## src/rtl/dmem_bridge.sv

```systemverilog
// Data-memory bridge: turns each M-stage load/store into a req/ack bus
// transaction, stalls the pipeline until it completes, and flags misaligned or timed-out accesses.
module dmem_bridge #(
    parameter int          TIMEOUT = 16,
    parameter logic [31:0] ERRDATA = 32'h0000_0000
) (
    input  logic        clk,
    input  logic        rst,
    input  logic        memreadM,
    input  logic        memwriteM,
    input  logic        flushM,
    input  logic [31:0] aluoutM,
    input  logic [31:0] writedataM,
    output logic [31:0] readdataM,
    output logic        stallM,
    output logic        buserrM,
    output logic        bus_req,
    output logic        bus_we,
    output logic [31:0] bus_addr,
    output logic [31:0] bus_wdata,
    input  logic        bus_ack,
    input  logic [31:0] bus_rdata
);

    localparam int            CW       = $clog2(TIMEOUT);
    localparam logic [CW-1:0] CNT_LAST = CW'(TIMEOUT - 1);

    typedef enum logic [1:0] {S_IDLE, S_REQ, S_DONE} state_t;

    state_t        state_q, state_d;
    logic [CW-1:0] cnt_q, cnt_d;
    logic          we_q, we_d;
    logic [31:0]   addr_q, addr_d;
    logic [31:0]   wdata_q, wdata_d;
    logic [31:0]   rdata_q, rdata_d;
    logic          err_q, err_d;

    logic acc, aligned, is_load;

    assign acc     = (memreadM | memwriteM) & ~flushM;
    assign aligned = (aluoutM[1:0] == 2'b00);
    // A simultaneous read+write request is treated as a store.
    assign is_load = memreadM & ~memwriteM;

    always_comb begin
        // NOTE: every output of this block gets a default first so no path leaves a latch.
        state_d = state_q;
        cnt_d   = cnt_q;
        we_d    = we_q;
        addr_d  = addr_q;
        wdata_d = wdata_q;
        rdata_d = rdata_q;
        err_d   = err_q;
        stallM  = 1'b0;
        buserrM = 1'b0;
        bus_req = 1'b0;

        unique case (state_q)
            S_IDLE: begin
                stallM = acc & aligned;
                if (acc && aligned) begin
                    state_d = S_REQ;
                    addr_d  = {aluoutM[31:2], 2'b00};
                    wdata_d = writedataM;
                    we_d    = memwriteM;
                    cnt_d   = '0;
                    err_d   = 1'b0;
                end else if (acc) begin
                    buserrM = 1'b1;
                    if (is_load) rdata_d = ERRDATA;
                end
            end

            S_REQ: begin
                // M-stage inputs are ignored here; a started transaction always runs to the end.
                stallM  = 1'b1;
                bus_req = 1'b1;
                if (bus_ack) begin
                    if (!we_q) rdata_d = bus_rdata;
                    state_d = S_DONE;
                end else if (cnt_q == CNT_LAST) begin
                    err_d = 1'b1;
                    if (!we_q) rdata_d = ERRDATA;
                    state_d = S_DONE;
                end else begin
                    cnt_d = cnt_q + 1'b1;
                end
            end

            S_DONE: begin
                // Pipeline advances on this edge; the same instruction must not restart.
                buserrM = err_q;
                state_d = S_IDLE;
            end

            default: state_d = S_IDLE;
        endcase
    end

    // NOTE: state registers use non-blocking assignments so every flop samples pre-edge values.
    always_ff @(posedge clk or negedge rst) begin
        if (!rst) begin
            state_q <= S_IDLE;
            cnt_q   <= '0;
            we_q    <= 1'b0;
            addr_q  <= '0;
            wdata_q <= '0;
            rdata_q <= '0;
            err_q   <= 1'b0;
        end else begin
            state_q <= state_d;
            cnt_q   <= cnt_d;
            we_q    <= we_d;
            addr_q  <= addr_d;
            wdata_q <= wdata_d;
            rdata_q <= rdata_d;
            err_q   <= err_d;
        end
    end

    assign readdataM = rdata_q;
    assign bus_we    = we_q;
    assign bus_addr  = addr_q;
    assign bus_wdata = wdata_q;

endmodule

```

## config.mk

```make
export PLATFORM = sky130hd
export DESIGN_NAME = dmem_bridge
export DESIGN_NICKNAME = d
export VERILOG_FILES = /design/src/rtl/dmem_bridge.sv
export SDC_FILE = /design/constraint.sdc
export NUM_CORES = 1
export LEC_CHECK = 0
export BUFFER_PORTS_ARGS = -buffer_cell sky130_fd_sc_hd__buf_4
export CORE_AREA = 3 3 104 106
export DETAILED_ROUTE_END_ITERATION = 16
export DIE_AREA = 0 0 107 109
export PLACE_DENSITY = 0.82
export SYNTH_ARGS = -nofsm -noshare
export SYNTH_HDL_FRONTEND = slang
export SYNTH_SLANG_ARGS = --single-unit
```

## constraint.sdc

```tcl
create_clock -name clk -period 1.65 [get_ports clk]
set_input_delay 0.33 -clock clk [delete_from_list [all_inputs] [get_ports clk]]
set_output_delay 0.33 -clock clk [all_outputs]
set_load 0.02 [all_outputs]
```

# After elaboration in Yosys (flattened, before gate mapping)

Index checks and enable logic that the tools add are counted.
Widths: inputs -> output; s select.

Register bits after elaboration: 102
Input port bits: 102
Output and inout bits: 100
Word-level logic and storage cells: 60

$add $sub $neg: 1
Equality and inequality tests: 12
Multiplexer cells: 25
Bitwise logic cells: 6
Reduce and logical (&&, ||, !) cells: 9

Operator list:

| operator            | count |
|---|---|
| $mux 32             | 7 |
| $pmux 32 s2         | 1 |
| $ne 2x2->1 const B  | 8 |
| $mux 4              | 3 |
| $pmux 4 s2          | 1 |
| $reduce_and 4->1    | 2 |
| $mux 1              | 6 |
| $mux 2              | 3 |
| $pmux 1 s2          | 3 |
| $reduce_and 6->1    | 1 |
| $add 4x1->4 const B | 1 |
| $eq 4x4->1 const B  | 1 |
| $logic_not 2->1     | 2 |
| $pmux 2 s2          | 1 |
| $reduce_and 2->1    | 2 |
| $and 1x1->1         | 3 |
| $ne 3x3->1 const B  | 1 |
| $eq 2x1->1 const B  | 1 |
| $eq 2x2->1 const B  | 1 |
| $not 1->1           | 2 |
| $reduce_bool 2->1   | 1 |
| $logic_and 1x1->1   | 1 |
| $or 1x1->1          | 1 |

# Logic depth before layout (Yosys ltp)

Word-level depth: 6
Depth in mapped cells: 8

# Least setup slack after synthesis

No wires, ideal clock.

Path type: input to register
From: in aluoutM[1]
To: reg addr_q[2] (netlist: bus_addr[2])
Library setup time: 0.125 ns
Arrival: 1.789 ns
Required time: 1.525 ns
Path slack: -0.264 ns
Stages: 6
Path buffers: 2
Path through: or2_1 or4_1 buf_2 nor2_8 buf_6 mux2_2

Word-level cells in the longest chain between the ends: 3

Ends and longest elaborated chain:

| element                    | line | RTL |
|---|---|---|
| start, declared            | 12   | `input logic [31:0] aluoutM,` |
| $logic_not 2->1            | 41   | `assign aligned = (aluoutM[1:0] == 2'b00);` |
| $logic_and 1x1->1          | 61   | `if (acc && aligned) begin` |
| $reduce_and 2->1 (no line) | --   |  |
| end signal, assigned       | 114  | `addr_q <= addr_d;` |
| end, declared              | 33   | `logic [31:0] addr_q, addr_d;` |

No other way between the ends.
A chain may end at the register's enable or synchronous reset.

# Worst setup path after layout

From: in aluoutM[0]
To: reg addr_q[8] (netlist: bus_addr[8])

Same word-level chain as after synthesis.

==> impl_metrics.env <==
export IMPL_outcome="finished, violations left"
export IMPL_violations="setup timing"
export IMPL_io_pins=202
export IMPL_skew_ns=0.00876
export IMPL_arrival_ns=2.05
export IMPL_power_mw=7.22
export IMPL_cts_sinks=102
export IMPL_area_growth_pct=58.8
export IMPL_vias=3273
export IMPL_clockRootBuffer="clkbuf_8"
export IMPL_gr_usage_met2_pct=32.6
export IMPL_ant_nets=0
export IMPL_min_path_type="input pin to flip-flop"
export IMPL_synth_top_cell_by_area="dfrtp_1"
export IMPL_critPathRequiredTime_ns=1.89
export IMPL_die_y_um=109
export IMPL_end_kind="flip-flop"
export IMPL_max_cap_viol_count=0
export IMPL_grt_pass1_vias=3448
export IMPL_hold_viol=0
export IMPL_cts_tree="done"
export IMPL_clk_pin_slew_ns=0.10
export IMPL_ys_seq_area_share_pct=62.6
export IMPL_ys_types=30
export IMPL_vdd_drop_max_mv=0.588
export IMPL_critPathKind="input pin to flip-flop"
export IMPL_fin_util_pct=65.6
export IMPL_p_seq_share_pct=44.8
export IMPL_antenna_found_initial=0
export IMPL_stdcell_count=690
export IMPL_fin_nets=655
export IMPL_drt_pass1_iter_count=4
export IMPL_rsz0062_at_grt="true"
export IMPL_drt_vias_per_instance=4.74
export IMPL_setup_viol=64
export IMPL_drv_slew=0
export IMPL_grt_util_met3_pct=4.38
export IMPL_final_setup_worst_slack_ns=-0.158
export IMPL_ys_seq_elements=102
export IMPL_yosys_top_cells_area="dfrtp_1 63%, mux2_2 16%, nand3_1 4.2%"
export IMPL_start_util_pct=41.3
export IMPL_dieArea_mm2=0.0117
export IMPL_start_kind="input pin"
export IMPL_p_leak_nw=3.16
export IMPL_portBuffers=199
export IMPL_drt_initial_drc_count=102
export IMPL_dpl_hpwl_um=7620
export IMPL_drc=0
export IMPL_design_core_area_mm2=0.00986
export IMPL_track_usage_pct=18.5
export IMPL_rows=36
export IMPL_routed_wl_um=11100
export IMPL_clkPwrFrac_pct=22.5
export IMPL_final_min_clock_period_ns=1.81
export IMPL_grt_overflow=0
export IMPL_p_int_mw=5.00
export IMPL_drive_gt1_share_pct=59.2
export IMPL_cts_buffer_depth=2
export IMPL_yosysWarnings=0
export IMPL_grt_busiest_layer="met2"
export IMPL_htreeDepth=3
export IMPL_clock_fmax_mhz=553
export IMPL_worstPathMaxFanout=9
export IMPL_netSwitchingPower_mw=2.22
export IMPL_gp_congestion=0.734
export IMPL_swShare_pct=30.7
export IMPL_dpl_cell_count=657
export IMPL_n_antenna_cell=0
export IMPL_p_per_area_mw_per_mm2=1110
export IMPL_clock_latency_ns=0.36
export IMPL_yosysTopAreaCellShare_pct=62.6
export IMPL_p_comb_share_pct=32.7
export IMPL_postSynthAreaPerCell_um2=12.7
export IMPL_die_w_um=107
export IMPL_grt_pass1_wl_um=16900
export IMPL_fin_crit_sh_pct=110
export IMPL_grt_max_degree=60
export IMPL_synthCells=322
export IMPL_syn_area_mm2=0.00408
export IMPL_cts_buffers_inserted=9
export IMPL_wl_per_cell_um=16.0
export IMPL_met1_usage_pct=22.4
## cell families (layout without fill, tap and decap cells)
| family | count (synthesis) | in the layout | synth area share [%] |
|---|---|---|---|
| flops | 102 | 102 | 62.6 |
| simple gates | 56 | 56 | 7.09 |
| mux | 65 | 65 | 17.9 |
| fa+ha+maj | 1 | 1 | 0.307 |
| compound gates | 43 | 43 | 5.68 |
| buf+inv | 54 | 288 | 6.32 |
| other cells | 1 | 2 | 0.0920 |
## cells in the mapped netlist
cell type / number
a41o_1: 1
nor3_1: 2
o22ai_1: 1
or4_1: 1
dfrtp_1: 102
a22oi_1: 1
buf_2: 2
mux2_2: 59
o21ai_0: 34
nor4_1: 1
buf_4: 2
mux2_1: 4
nand2b_1: 1
nand2_1: 5
o211ai_1: 1
clkbuf_1: 10
or2_1: 1
inv_1: 34
buf_6: 6
nand3b_1: 1
a31oi_1: 1
conb_1: 1
mux2i_1: 2
nor2_8: 1
a21oi_1: 3
nor2_1: 8
nand3_1: 34
a41oi_1: 1
ha_1: 1
and2_1: 1
## cell usage in the layout (no fill, tap or decap), drive strengths merged, types with 2 or more instances in the layout
master	netlist	layout
buf	10	235
o21ai	34	34
clkbuf	10	14
inv	34	34
dfrtp	102	102
nor2	9	9
clkinv	0	2
nand3	34	34
a21oi	3	3
nand2	5	5
conb	1	2
mux2	63	63
nor3	2	2
mux2i	2	2
## worst paths after layout
check	slack, ns	start	end	depth (start not counted)
setup reg to reg	-0.16	state_q[1]$_DFFE_PN0P_	bus_addr[8]$_DFFE_PN0P_	5
hold reg to reg	0.50	bus_wdata[3]$_DFFE_PN0P_	bus_wdata[3]$_DFFE_PN0P_	1
min in group asynchronous	0.51	rst	bus_addr[13]$_DFFE_PN0P_	3
hold / removal	0.18	writedataM[3]	bus_wdata[3]$_DFFE_PN0P_	2
max in group asynchronous	0.83	rst	state_q[0]$_DFFE_PN0P_	3
setup / recovery	-0.16	aluoutM[0]	bus_addr[8]$_DFFE_PN0P_	7
## metrics by stage
stage	setup slack [ns]	hold WS (ns)	instance area (um2)	setup TNS, ns
floorplan	-0.250	0.0344	4110	-15.04
global placement	-0.350	0.334	5850	-20.79
detailed placement	-0.382	0.332	5850	-22.06
CTS	-0.191	0.165	6370	-9.63
global route	-0.182	0.173	6470	-8.23
finish	-0.158	0.185	6470	-6.20
## critical path, stage by stage
cell    delay, ns
buf_4        0.11
or2_4        0.23
or4_4        0.58
nor2_8       0.19
buf_4        0.15
buf_12       0.12
mux2_2       0.34
## metal layers
metal / routed length (um) / vias up
met1: 4460 / 1587
met5: 0 / -
met3: 847 / 11
li1: - / 1546
met4: 124 / 0
met2: 5630 / 129
## power by group through the flow
stage | Combinational [mW] | Sequential, mW | Clock, mW
floorplan | 0.528 | 3.76 | 0
global placement | 2.11 | 3.25 | 0
detailed placement | 2.16 | 3.27 | 0
CTS | 2.31 | 3.23 | 1.66
global route | 2.49 | 3.30 | 1.79
finish | 2.36 | 3.24 | 1.62
## registers in the layout (all words and copies together), names as in the netlist
signal,cells
state_q,2
bus_we,1
readdataM,32
bus_wdata,32
cnt_q,4
bus_addr,30
err_q,1
## cell type report
class / instances / area [um2]
Clock buffer: 12 / 155
Multi-Input combinational cell: 167 / 1470
Sequential cell: 102 / 2550
Tap cell: 133 / 166
Timing Repair Buffer: 238 / 1940
Clock inverter: 4 / 55.1
Fill cell: 766 / 3390
Inverter: 34 / 128
## repair_timing
action / 4_1_cts / 5_1_grt
pin swaps: 5 / 3
hold endpoints to repair: 102 / 0
gates cloned: 2 / 2
hold buffers: 1 / 0
setup buffers: 11 / 4
setup endpoints to repair: 85 / 98
gates resized for setup: 40 / 31
Note: power is estimated with default switching activity, not from simulation.
